`config.mk`:
```
export PLATFORM = sky130hd
export DESIGN_NAME = reg_write_buffer_flat
export DESIGN_NICKNAME = d
export VERILOG_FILES = /design/src/rtl/reg_write_buffer_if.sv /design/src/rtl/reg_write_buffer.sv /design/src/flat_wrapper.sv
export SDC_FILE = /design/constraint.sdc
export NUM_CORES = 1
export LEC_CHECK = 0
export BUFFER_PORTS_ARGS = -buffer_cell sky130_fd_sc_hd__buf_4
export CELL_PAD_IN_SITES_DETAIL_PLACEMENT = 1
export CELL_PAD_IN_SITES_GLOBAL_PLACEMENT = 2
export CORE_ASPECT_RATIO = 0.6
export CORE_UTILIZATION = 42
export DETAILED_ROUTE_END_ITERATION = 8
export PLACE_DENSITY = 0.85
export SLEW_MARGIN = 20
export SYNTH_ARGS = -nofsm -noshare
export SYNTH_HDL_FRONTEND = slang
export SYNTH_SLANG_ARGS = --single-unit
```
`constraint.sdc`:
```
create_clock -name clk -period 4 [get_ports clk]
set_clock_uncertainty 0.2 [all_clocks]
set_input_delay 0.2 -clock clk [delete_from_list [all_inputs] [get_ports clk]]
set_output_delay 0.2 -clock clk [all_outputs]
set_load 0.1 [all_outputs]
```
`src/rtl/reg_write_buffer_if.sv`:
```
// Register write buffer bus: producer push, register-file write port,
// read-stage lookup probe and occupancy.
interface reg_write_buffer_if #(
    parameter int DEPTH  = 4,
    parameter int DATA_W = 32
);
    localparam int CNT_W = $clog2(DEPTH) + 1;

    logic              inValid;
    logic [4:0]        inAddr;
    logic [DATA_W-1:0] inData;
    logic              inReady;
    logic              stall;
    logic              regWrite;
    logic [4:0]        writeAddr;
    logic [DATA_W-1:0] writeData;
    logic [4:0]        lookupAddr;
    logic              lookupHit;
    logic [DATA_W-1:0] lookupData;
    logic [CNT_W-1:0]  count;

    modport master (
        output inValid, inAddr, inData, stall, lookupAddr,
        input  inReady, regWrite, writeAddr, writeData, lookupHit, lookupData, count
    );

    modport slave (
        input  inValid, inAddr, inData, stall, lookupAddr,
        output inReady, regWrite, writeAddr, writeData, lookupHit, lookupData, count
    );
endinterface

```
`src/rtl/reg_write_buffer.sv`:
```
// Circular FIFO of pending register writes in front of the register file,
// with in-order drain and youngest-match forwarding to the read stage.
module reg_write_buffer #(
    parameter int DEPTH  = 4,
    parameter int DATA_W = 32
) (
    input logic             clk,
    input logic             rst,
    reg_write_buffer_if.slave bus
);
    localparam int PTR_W = $clog2(DEPTH);
    localparam int CNT_W = PTR_W + 1;
    localparam logic [CNT_W-1:0] FULL = CNT_W'(DEPTH);

    logic [4:0]        addr_mem [DEPTH];
    logic [DATA_W-1:0] data_mem [DEPTH];
    logic [PTR_W-1:0]  head;
    logic [PTR_W-1:0]  tail;
    logic [CNT_W-1:0]  count_q;
    logic              not_empty;
    logic              push;
    logic              pop;
    logic              hit;
    logic [DATA_W-1:0] hit_data;
    logic [PTR_W-1:0]  idx;

    // Ready depends on registered occupancy only: a full buffer refuses
    // even in a cycle where it drains.
    assign not_empty     = (count_q != '0);
    assign bus.inReady   = (count_q != FULL);
    assign push          = bus.inValid && bus.inReady;
    assign pop           = not_empty && !bus.stall;

    assign bus.regWrite  = pop;
    assign bus.writeAddr = not_empty ? addr_mem[head] : '0;
    assign bus.writeData = not_empty ? data_mem[head] : '0;
    assign bus.count     = count_q;
    assign bus.lookupHit  = hit;
    assign bus.lookupData = hit_data;

    always_ff @(posedge clk or negedge rst) begin
        if (!rst) begin
            head    <= '0;
            tail    <= '0;
            count_q <= '0;
        end else begin
            if (push) tail <= tail + PTR_W'(1);
            if (pop)  head <= head + PTR_W'(1);
            case ({push, pop})
                2'b10:   count_q <= count_q + CNT_W'(1);
                2'b01:   count_q <= count_q - CNT_W'(1);
                default: count_q <= count_q;
            endcase
        end
    end

    // Entry storage is never reset; occupancy alone decides what is live.
    always_ff @(posedge clk) begin
        if (push) begin
            addr_mem[tail] <= bus.inAddr;
            data_mem[tail] <= bus.inData;
        end
    end

    // Scan oldest to youngest so the last match wins.
    always_comb begin
        hit      = 1'b0;
        hit_data = '0;
        idx      = '0;
        for (int i = 0; i < DEPTH; i++) begin
            idx = head + PTR_W'(i);
            if ((CNT_W'(i) < count_q) && (addr_mem[idx] == bus.lookupAddr)) begin
                hit      = 1'b1;
                hit_data = data_mem[idx];
            end
        end
    end
endmodule

```
`src/flat_wrapper.sv`:
```
// flat-port wrapper written by rule: the top's interface ports become plain ports
module reg_write_buffer_flat 
#(
    parameter int DEPTH  = 4,
    parameter int DATA_W = 32
)
  (clk, rst, bus_inValid, bus_inAddr, bus_inData, bus_stall, bus_lookupAddr, bus_inReady, bus_regWrite, bus_writeAddr, bus_writeData, bus_lookupHit, bus_lookupData, bus_count);
  reg_write_buffer_if #(.DEPTH(DEPTH), .DATA_W(DATA_W)) bus_i ();
  input logic clk;
  input logic rst;
  input wire logic [$bits(bus_i.inValid)-1:0] bus_inValid;
  input wire logic [$bits(bus_i.inAddr)-1:0] bus_inAddr;
  input wire logic [$bits(bus_i.inData)-1:0] bus_inData;
  input wire logic [$bits(bus_i.stall)-1:0] bus_stall;
  input wire logic [$bits(bus_i.lookupAddr)-1:0] bus_lookupAddr;
  output wire logic [$bits(bus_i.inReady)-1:0] bus_inReady;
  output wire logic [$bits(bus_i.regWrite)-1:0] bus_regWrite;
  output wire logic [$bits(bus_i.writeAddr)-1:0] bus_writeAddr;
  output wire logic [$bits(bus_i.writeData)-1:0] bus_writeData;
  output wire logic [$bits(bus_i.lookupHit)-1:0] bus_lookupHit;
  output wire logic [$bits(bus_i.lookupData)-1:0] bus_lookupData;
  output wire logic [$bits(bus_i.count)-1:0] bus_count;
  assign bus_i.inValid = bus_inValid;
  assign bus_i.inAddr = bus_inAddr;
  assign bus_i.inData = bus_inData;
  assign bus_i.stall = bus_stall;
  assign bus_i.lookupAddr = bus_lookupAddr;
  assign bus_inReady = bus_i.inReady;
  assign bus_regWrite = bus_i.regWrite;
  assign bus_writeAddr = bus_i.writeAddr;
  assign bus_writeData = bus_i.writeData;
  assign bus_lookupHit = bus_i.lookupHit;
  assign bus_lookupData = bus_i.lookupData;
  assign bus_count = bus_i.count;
  reg_write_buffer #(.DEPTH(DEPTH), .DATA_W(DATA_W)) u_core (.clk(clk), .rst(rst), .bus(bus_i));
endmodule
```
==> out/metrics.cfg, run 1 <==
[floorplanning]
fp.dieH_um=119.2
ioPinCount=121
core_area_sq_mm=0.02223
die_area_sq_mm=0.02353
die_x_um=197.4
rows=42
initial_utilization=0.4326

[synth]
synth_nets=933
syn-instance-count=878
ys_types=38
syn-cell-area_sq_mm=0.009617
yosysSeqAreaShare=0.4804
yosys_warnings=0
synth_area_per_cell_sq_um=10.95
ys_ff_latch=155

[outcome]
outcome=finished, final reports clean

[critical_path]
required_ns=3.60
crit_type=reg2out
r2r-end=u_core.data_mem[3][25]$_DFFE_PP_
worst-r2r-setup-slack_ns=1.36
r2r_start=u_core.bus.count[0]$_DFFE_PN0P_
end_kind=primary output
worstPathArrival_ns=3.47
worstPathMaxFanout=19
start_kind=flop
rr_worst_depth=5

[detailed_routing]
wl_met1_um=13440
wl_per_cell_um=21.00
drtAntennaViolNets=0
first_iter_violations=496
wl_met3_um=1530
drt-pass1-iter-count=5
wl_um=27850
avgViaCountPerCell=5.614
route.top_layer_used=met4
route.detailed.drc=0
wl_met2_um=12460
num_vias=7444

[global_routing]
grt_start_max_net_pins=97
grt_pass1_wl_um=42850
antenna_found_initial=1
grt_pass1_vias=7653
gr-total-overflow=0
track_usage=0.2399

[worst_hold_path]
worstHoldEndpoint=u_core.data_mem[0][15]$_DFFE_PP_
min_from=bus_inData[15]
min_path_cells=2
holdCritPathClass=in2reg

[cells_and_area]
fin_nets=1059
area_growth_syn_to_layout_pct=21.91
postLayoutCellArea_sq_mm=0.01172
drive_above_1_share=0.2675

[clock_tree]
root_buffer=clkbuf_16
clockBufferDepth=2
cts-htree-levels=4
cts.sinks=155
cts_tree=done
clkLatencyLatePin_ns=0.43
tritoncts.num_buffers=17
cts.clk_slew.worst_paths_ns=0.06

[timing]
slew_viol_final=0
hold_violations=0
fmax_mhz=258.6
min_period_ns=3.867
maxSlewHeadroom=0.4163
fin_crit_sh=0.9668
worstMarginPinSlew_ns=0.8756
finalSetupViolations=0

[placed_design]
dpl_cell_area_sq_mm=0.01072
dp_hpwl_um=18240
numPortBuffers=120
gp_congestion=0.8141

[flow_run]
drv_cap=0

## kinds of logic after synthesis
group	after synthesis	synth area share
buf+inv	88	0.04671
fa+ha+maj	9	0.01171
mux	149	0.1902
simple gates	253	0.1185
compound gates	198	0.1288
xor+xnor	26	0.02368
flops	155	0.4804
## flip-flops by register name (all words and copies together) (netlist names)
signal and flops:
u_core.bus.count 3, u_core.addr_mem 20, u_core.head 2, u_core.tail 2, u_core.data_mem 128
## what timing repair did
item | 4_1_cts | 5_1_grt
resized for setup | 1 | 0
endpoints found under the hold margin | 158 | 0
endpoints found under the setup margin | 1 | 21
buffers inserted | 1 | 3
hold buffers | 41 | 0
pin swaps | 0 | 1
## metal layers
metal,vias to the layer above,GRT usage
li1,3560,-
met1,3644,0.3349
met2,207,0.3726
met3,33,0.05664
met4,0,0.06638
met5,-,0
## cells in the mapped netlist
cell,count,area share
nor2b_1,38,0.025
o22ai_1,1,0.00065
inv_1,6,0.0023
mux2i_1,65,0.068
nand2_1,100,0.039
and2_1,1,0.00065
dfrtp_1,7,0.018
nor2_1,68,0.027
nor2_4,1,0.0012
buf_4,1,0.00078
mux2_1,3,0.0035
nor3_4,1,0.0017
o221ai_1,31,0.028
buf_2,19,0.0099
o21ai_1,1,0.00052
nand4_1,4,0.0026
buf_6,10,0.012
mux4_2,18,0.042
buf_1,4,0.0016
mux2_2,61,0.071
o21ai_0,34,0.018
o221ai_2,1,0.0016
clkbuf_1,47,0.018
a31oi_1,32,0.021
buf_12,1,0.0021
and3_1,4,0.0026
or3b_1,1,0.00091
a21oi_1,66,0.034
a21o_1,1,0.00078
o211ai_1,31,0.024
xnor2_1,23,0.021
nor3_1,33,0.017
or2_1,1,0.00065
mux4_1,2,0.0055
xor2_1,3,0.0027
or4_1,1,0.00078
edfxtp_1,148,0.46
ha_1,9,0.012
## placed cells by master, fill, tap and decap left out, types with 6 or more instances in the layout
master         Yosys  routed
o221ai_1          31      29
nand2_1          100     100
mux2i_1           65      65
xnor2_1           23      23
inv_1              6       6
nor2b_1           38      37
a31oi_1           32      32
dlygate4sd3_1      0      41
o211ai_1          31      31
o21ai_0           34      34
nor2_1            68      66
nor3_1            33      33
ha_1               9       9
buf_4              1     145
mux4_2            18      18
edfxtp_1         148     148
mux2_2            61      61
clkbuf_16          0      17
a21oi_1           66      66
## metrics by stage
stage,hold slack [ns],setup slack (ns),cells,util,TNS (ns)
6_report,0.3171,0.1328,1326,0.5274,0
3_5_place_dp,-0.1762,0.4725,1248,0.4824,0
4_1_cts,0.2952,0.03675,1322,0.5258,0
5_1_grt,0.3131,-0.008001,1326,0.5274,-0.008001
2_1_floorplan,-0.2956,0.01966,878,-,0
3_3_place_gp,-0.1749,0.5396,1248,0.4824,0
## final cells by class
cell class	instances	area, sq um
fill	2396	10510
sequential	155	4627
multi-input combinational	635	4611
timing repair buffer	189	1540
clock buffer	18	429.2
tap	308	385.4
clock inverter	14	106.4
inverter	6	22.52
antenna	1	2.502
## how the worst max path moves through the flow
stage	from	to	slack, ns	depth (start not counted)
3_3_place_gp	u_core.head[1]$_DFFE_PN0P_	bus_lookupData[23]	0.54	8
3_5_place_dp	u_core.head[1]$_DFFE_PN0P_	bus_lookupData[30]	0.47	8
5_1_grt	u_core.head[0]$_DFFE_PN0P_	bus_lookupData[30]	-0.008	10
4_1_cts	u_core.head[0]$_DFFE_PN0P_	bus_lookupData[0]	0.04	8
6_report	u_core.head[0]$_DFFE_PN0P_	bus_lookupData[0]	0.13	10
2_1_floorplan	u_core.bus.count[1]$_DFFE_PN0P_	bus_lookupData[10]	0.02	8
## critical path: stages, from the launching register on
cell	delay (ns)
dfrtp_4	0.58
buf_6	0.22
mux4_2	0.53
xnor2_1	0.27
nand4_1	0.15
buf_4	0.20
nor2_4	0.09
buf_4	0.27
nand2_1	0.09
o221ai_1	0.29
buf_4	0.36
Power of run 1 is left out: the tool's default activity adds up to more than one toggle a clock period on the data nets, which glitch-free logic cannot reach.
==> run 2: changes to the inputs <==
Settings changed: ABC_AREA set to 1, CORE_UTILIZATION 42 to 36.
==> out/metrics.cfg, run 2 <==
[outcome]
outcome=finished, final reports clean

[synth]
synth_area_per_cell_sq_um=6.844  ; -38%
post-synth-top-count-cell=nand2_1
yosys_warnings=0  ; unchanged
syn-instance-count=1515  ; +73%
syn-cell-area_sq_mm=0.01037  ; +7.8%
netlist_top_cells_area=edfxtp_1 (43%), nand2_1 (21%), o21ai_0 (11%)
netlist.area_leader.share=0.4286  ; -0.03352
ys_types=26  ; -32%
ys_ff_latch=155  ; unchanged
async_reset_ff_frac=0.04516  ; unchanged
synth_nets=1570  ; +68%
ys.flop_type=edfxtp_1
synth_edf_count=148  ; unchanged
synth_area_leader_cell=edfxtp_1
yosys-top-cells-count=nand2_1 (571), o21ai_0 (218), nor2_1 (185)
yosysSeqAreaShare=0.4455  ; -0.03484

[critical_path]
path_cells=inv_4, buf_4, nand2_1, nand2_1, nand2_1, nand2_1, nand2_1, nand2_1, nor2_1, nand3_2, buf_4, nand3_1, nand2_1, nand2_1, nand2_1, buf_4
crit_type=reg2out
worstPathMaxFanout=34  ; +15
end_kind=primary output
required_ns=3.60  ; about the same
cp_slowest_cell=dfrtp_4
start_kind=flop
crit_path_frequent_cell=nand2_1
critPathBufInv=4  ; unchanged
cp_top_family=buffers and inverters
worstPathArrival_ns=3.33  ; -0.14 ns
slowest_delay_ns=0.61  ; +0.03 ns

[timing]
maxSlewHeadroom=0.5689  ; +0.1526
fmax_mhz=267.8  ; +3.6%
rsz0062_at_grt=yes
fin_crit_sh=0.9336  ; -0.03321
slew_viol_final=0  ; unchanged
min_period_ns=3.734  ; -0.1329 ns
postLayoutSetupSlackWorst_ns=0.2656  ; +0.1329 ns
hold_violations=0  ; unchanged
finalSetupViolations=0  ; unchanged
worstMarginPinSlew_ns=0.6467  ; -0.2289 ns

[cells_and_area]
multi_input_comb_area_sq_mm=0.004679  ; +1.5%
fill_cells=3521  ; +47%
fin_nets=1681  ; +59%
layout_common_cells=nand2_1 (569), o21ai_0 (218), nor2_1 (178)
fin_util=0.4510  ; -0.07644
regMostFlops=u_core.data_mem
area_growth_syn_to_layout_pct=21.49
drive_above_1_share=0.1160  ; -0.1515
layout_commonest_cell=nand2_1
num_antenna_cells=0  ; -1
postLayoutCellArea_sq_mm=0.01260  ; +7.4%
seqCellArea_sq_mm=0.004624  ; about the same
largest_reg_flops=128  ; unchanged
layout.cells.non_filler=2005  ; +51%

[clock_tree]
clkLatencyLatePin_ns=0.44  ; about the same
cts_tree=done
tritoncts.num_buffers=17  ; unchanged
cts.clk_slew.worst_paths_ns=0.06  ; about the same
cts.sinks=155  ; unchanged
clockBufferDepth=2  ; unchanged
post-cts-setup-buffers=0  ; -1
cts-htree-levels=4  ; unchanged
root_buffer=clkbuf_16

[floorplanning]
ioPinCount=121  ; unchanged
rows=47  ; +12%
die_x_um=221.1  ; +12%
fp.dieH_um=133.5  ; +12%
initial_utilization=0.3712  ; -0.06143
die_area_sq_mm=0.02951  ; +25%
core_area_sq_mm=0.02793  ; +26%

[detailed_routing]
num_vias=9972  ; +34%
route.detailed.drc=0  ; unchanged
wl_per_cell_um=16.97  ; -19%
drtAntennaViolNets=0  ; unchanged
drt-pass1-iter-count=5  ; unchanged
first_iter_violations=584  ; +18%
avgViaCountPerCell=4.974  ; -11%
wl_um=34030  ; +22%

[global_routing]
antenna_found_initial=1  ; unchanged
grt_pass1_wl_um=53880  ; +26%
gr-total-overflow=0  ; unchanged
track_usage=0.2372  ; -0.002767
grt_pass1_vias=9819  ; +28%
grt_start_max_net_pins=96  ; -1.0%

[placed_design]
gp_congestion=0.8234  ; +1.1%
dp_hpwl_um=22670  ; +24%
dpl_worst_slack_ns=0.4217  ; -0.05082 ns
dp.cells=1934  ; +55%
numPortBuffers=120  ; unchanged
dpl_cell_area_sq_mm=0.01161  ; +8.3%

[worst_hold_path]
holdCritPathClass=in2reg

[flow_run]
drv_cap=0  ; unchanged

-- run 2: changes by cell type after synthesis, sizes merged, moves of 32 or more --
cell,previous run,this run
a31oi,32,0
a21oi,66,3
nor3,34,1
nor2,69,189
o221ai,32,0
o21ai,35,238
mux2,64,0
nand3,0,61
nor2b,38,0
mux2i,65,0
nand2,100,571
inv,6,179
-- run 2: cell type report --
type                    instances  area share
multi-input cells            1087      0.3715
clock inverters                11     0.01013
flip-flops and latches        155      0.3671
inverters                     180     0.05423
clock buffers                  20     0.03466
repair buffers                185      0.1259
well taps                     367     0.03645
-- run 2: kinds of logic (layout without fill, tap and decap cells) --
family	Yosys count	count (layout)	share of synthesized area
xor+xnor	8	8	0.006758
buf+inv	273	396	0.1087
flops	155	155	0.4455
simple gates	824	824	0.3082
fa+ha+maj	9	9	0.01086
compound gates	246	246	0.1199
-- run 2: worst paths after layout --
path / slack, ns / end / start / cells past startpoint
max in group asynchronous: 2.74 / u_core.head[0]$_DFFE_PN0P_ / rst / 3
worst max register to register: 1.27 / u_core.bus.count[2]$_DFFE_PN0P_ / u_core.bus.count[1]$_DFFE_PN0P_ / 10
worst min register to register: 0.45 / u_core.bus.count[1]$_DFFE_PN0P_ / u_core.bus.count[1]$_DFFE_PN0P_ / 2
min in group asynchronous: 0.55 / u_core.bus.count[1]$_DFFE_PN0P_ / rst / 3
worst max-delay path: 0.27 / bus_lookupData[21] / u_core.head[0]$_DFFE_PN0P_ / 16
worst min-delay path: 0.24 / u_core.tail[1]$_DFFE_PN0P_ / bus_inValid / 4
-- run 2: per-layer routing --
layer  vias up  global-route usage  part of all wire
li1       4997                   -                 -
met1      4782              0.3384              0.51
met2       162              0.3695              0.44
met3        29             0.03882             0.035
met4         2             0.07110             0.013
met5         -                   0           0.00024
-- run 2: worst reg2reg max path, cell delays in order, from the launching register on --
cell and delay, ns:
dfrtp_1 0.46, inv_1 0.15, ha_1 0.22, inv_1 0.08, nor2_4 0.48, nor2_2 0.17
ha_1 0.40, nor2_1 0.13, o21ai_0 0.12, xor2_1 0.15, inv_1 0.06
-- run 2: what timing repair did --
item,4_1_cts,5_1_grt
hold buffers,40,0
resized for setup,1,6
pin swaps,0,0
hold endpoints to repair,157,0
setup endpoints to repair,24,33
-- run 2: stage by stage --
stage / hold slack, ns / TNS (ns)
2_1_floorplan: -0.2956 / -26.39
3_3_place_gp: -0.1767 / 0
3_5_place_dp: -0.1731 / 0
4_1_cts: 0.2242 / 0
5_1_grt: 0.2774 / -0.04121
6_report: 0.2446 / 0
Power of run 2 is left out for the same reason.
==> run 3: changes to the inputs <==
Settings changed: RECOVER_POWER set to 100.
==> out/metrics.cfg, run 3 (synthesized netlist as in run 2, its figures left out) <==
[global_routing]
grt_pass1_vias=9819  ; unchanged
grt_pass1_wl_um=53880  ; unchanged
antenna_found_initial=1  ; unchanged
track_usage=0.2372  ; unchanged
gr-total-overflow=0  ; unchanged
grt_start_max_net_pins=96  ; unchanged

[cells_and_area]
area_growth_syn_to_layout_pct=19.08
fin_nets=1681  ; unchanged
layout.cells.non_filler=2005  ; unchanged
largest_reg_flops=128  ; unchanged
layout_common_cells=nand2_1 (569), o21ai_0 (218), nor2_1 (183)
num_antenna_cells=0  ; unchanged
layout_commonest_cell=nand2_1
postLayoutCellArea_sq_mm=0.01235  ; -2.0%
seqCellArea_sq_mm=0.004624  ; unchanged
drive_above_1_share=0.08730  ; -0.02869
regMostFlops=u_core.data_mem
multi_input_comb_area_sq_mm=0.004647  ; -0.70%
fill_cells=3547  ; +0.74%

[floorplanning]
rows=47  ; unchanged
initial_utilization=0.3712  ; unchanged
die_area_sq_mm=0.02951  ; unchanged
die_x_um=221.1  ; unchanged
ioPinCount=121  ; unchanged
core_area_sq_mm=0.02793  ; unchanged
fp.dieH_um=133.5  ; unchanged

[timing]
fmax_mhz=262.8  ; -1.9%
finalSetupViolations=0  ; unchanged
worstMarginPinSlew_ns=1.416  ; +0.7696 ns
maxSlewHeadroom=0.05231  ; -0.5165
fin_crit_sh=0.9515  ; +0.01788
hold_ws_ns=0.08704  ; -0.1576 ns
hold_violations=0  ; unchanged
rsz0062_at_grt=yes
min_period_ns=3.806  ; +0.07152 ns
slew_viol_final=0  ; unchanged
postLayoutSetupSlackWorst_ns=0.1941  ; -0.07152 ns

[critical_path]
end_kind=flop
worstPathMaxFanout=27  ; -21%
cp-startpoint=u_core.bus.count[0]$_DFFE_PN0P_
required_ns=3.86  ; +0.26 ns
r2r_start=u_core.bus.count[0]$_DFFE_PN0P_
start_kind=flop
crit_type=reg2reg
worstPathArrival_ns=3.66  ; +0.33 ns

[clock_tree]
cts-htree-levels=4  ; unchanged
tritoncts.num_buffers=17  ; unchanged
clockBufferDepth=2  ; unchanged
cts_tree=done
cts.sinks=155  ; unchanged
cts.clk_slew.worst_paths_ns=0.06  ; about the same
clkLatencyLatePin_ns=0.44  ; about the same
root_buffer=clkbuf_16

[placed_design]
dp_hpwl_um=22670  ; unchanged
dpl_cell_area_sq_mm=0.01161  ; unchanged
gp_congestion=0.8234  ; unchanged
numPortBuffers=120  ; unchanged
dp.cells=1934  ; unchanged
dpl_worst_slack_ns=0.4217  ; unchanged

[detailed_routing]
drtAntennaViolNets=0  ; unchanged
avgViaCountPerCell=4.956  ; -0.36%
first_iter_violations=585  ; +0.17%
route.detailed.drc=0  ; unchanged
num_vias=9936  ; -0.36%
drt-pass1-iter-count=5  ; unchanged
wl_um=33980  ; -0.14%
wl_per_cell_um=16.95  ; -0.14%

[outcome]
outcome=finished, final reports clean

[flow_run]
drv_cap=0  ; unchanged

[worst_hold_path]
min_from=bus_inValid
holdCritPathClass=in2reg

[run 3: worst paths after layout]
kind	end	slack [ns]	depth (start not counted)
hold reg to reg	u_core.bus.count[1]$_DFFE_PN0P_	0.43	2
max in group asynchronous	u_core.head[0]$_DFFE_PN0P_	2.73	3
min in group asynchronous	u_core.bus.count[2]$_DFFE_PN0P_	0.57	3
setup / recovery	u_core.data_mem[3][21]$_DFFE_PP_	0.19	6
hold / removal	u_core.tail[0]$_DFFE_PN0P_	0.09	3
setup reg to reg	u_core.data_mem[3][21]$_DFFE_PP_	0.19	6
[run 3: cell type report]
class	instances	share of cell area
multi-input cells	1087	0.3764
flip-flops and latches	155	0.3745
repair buffers	185	0.1109
inverters	180	0.05533
well taps	367	0.03719
clock buffers	20	0.03537
clock inverters	11	0.01034
[run 3: what timing repair did]
item | in CTS | in global routing
endpoints found under the hold margin | 157 | 0
hold buffers | 40 | 0
buffers inserted | 0 | 0
setup endpoints to repair | 24 | 33
gates resized for setup | 1 | 6
[run 3: metal layers]
| layer | up-vias | global-route usage | part of all wire |
|---|---|---|---|
| met5 | - | 0 | 0.00024 |
| met4 | 2 | 0.07110 | 0.013 |
| li1 | 4991 | - | - |
| met1 | 4739 | 0.3384 | 0.50 |
| met3 | 30 | 0.03882 | 0.042 |
| met2 | 174 | 0.3695 | 0.44 |
[run 3: stage by stage]
stage / utilization / TNS [ns]
2_1_floorplan: - / -26.39
3_3_place_gp: 0.4158 / 0
3_5_place_dp: 0.4158 / 0
4_1_cts: 0.4505 / 0
5_1_grt: 0.4420 / -0.04121
6_report: 0.4420 / 0
[run 3: critical path, stage by stage, from the launching register on]
cell      delay (ns)
dfrtp_1         0.49
inv_1           0.12
ha_1            0.25
nand2_1         0.08
nand2_1         0.22
nor2_1          1.13
clkbuf_2        0.92
Power of run 3 is left out for the same reason.
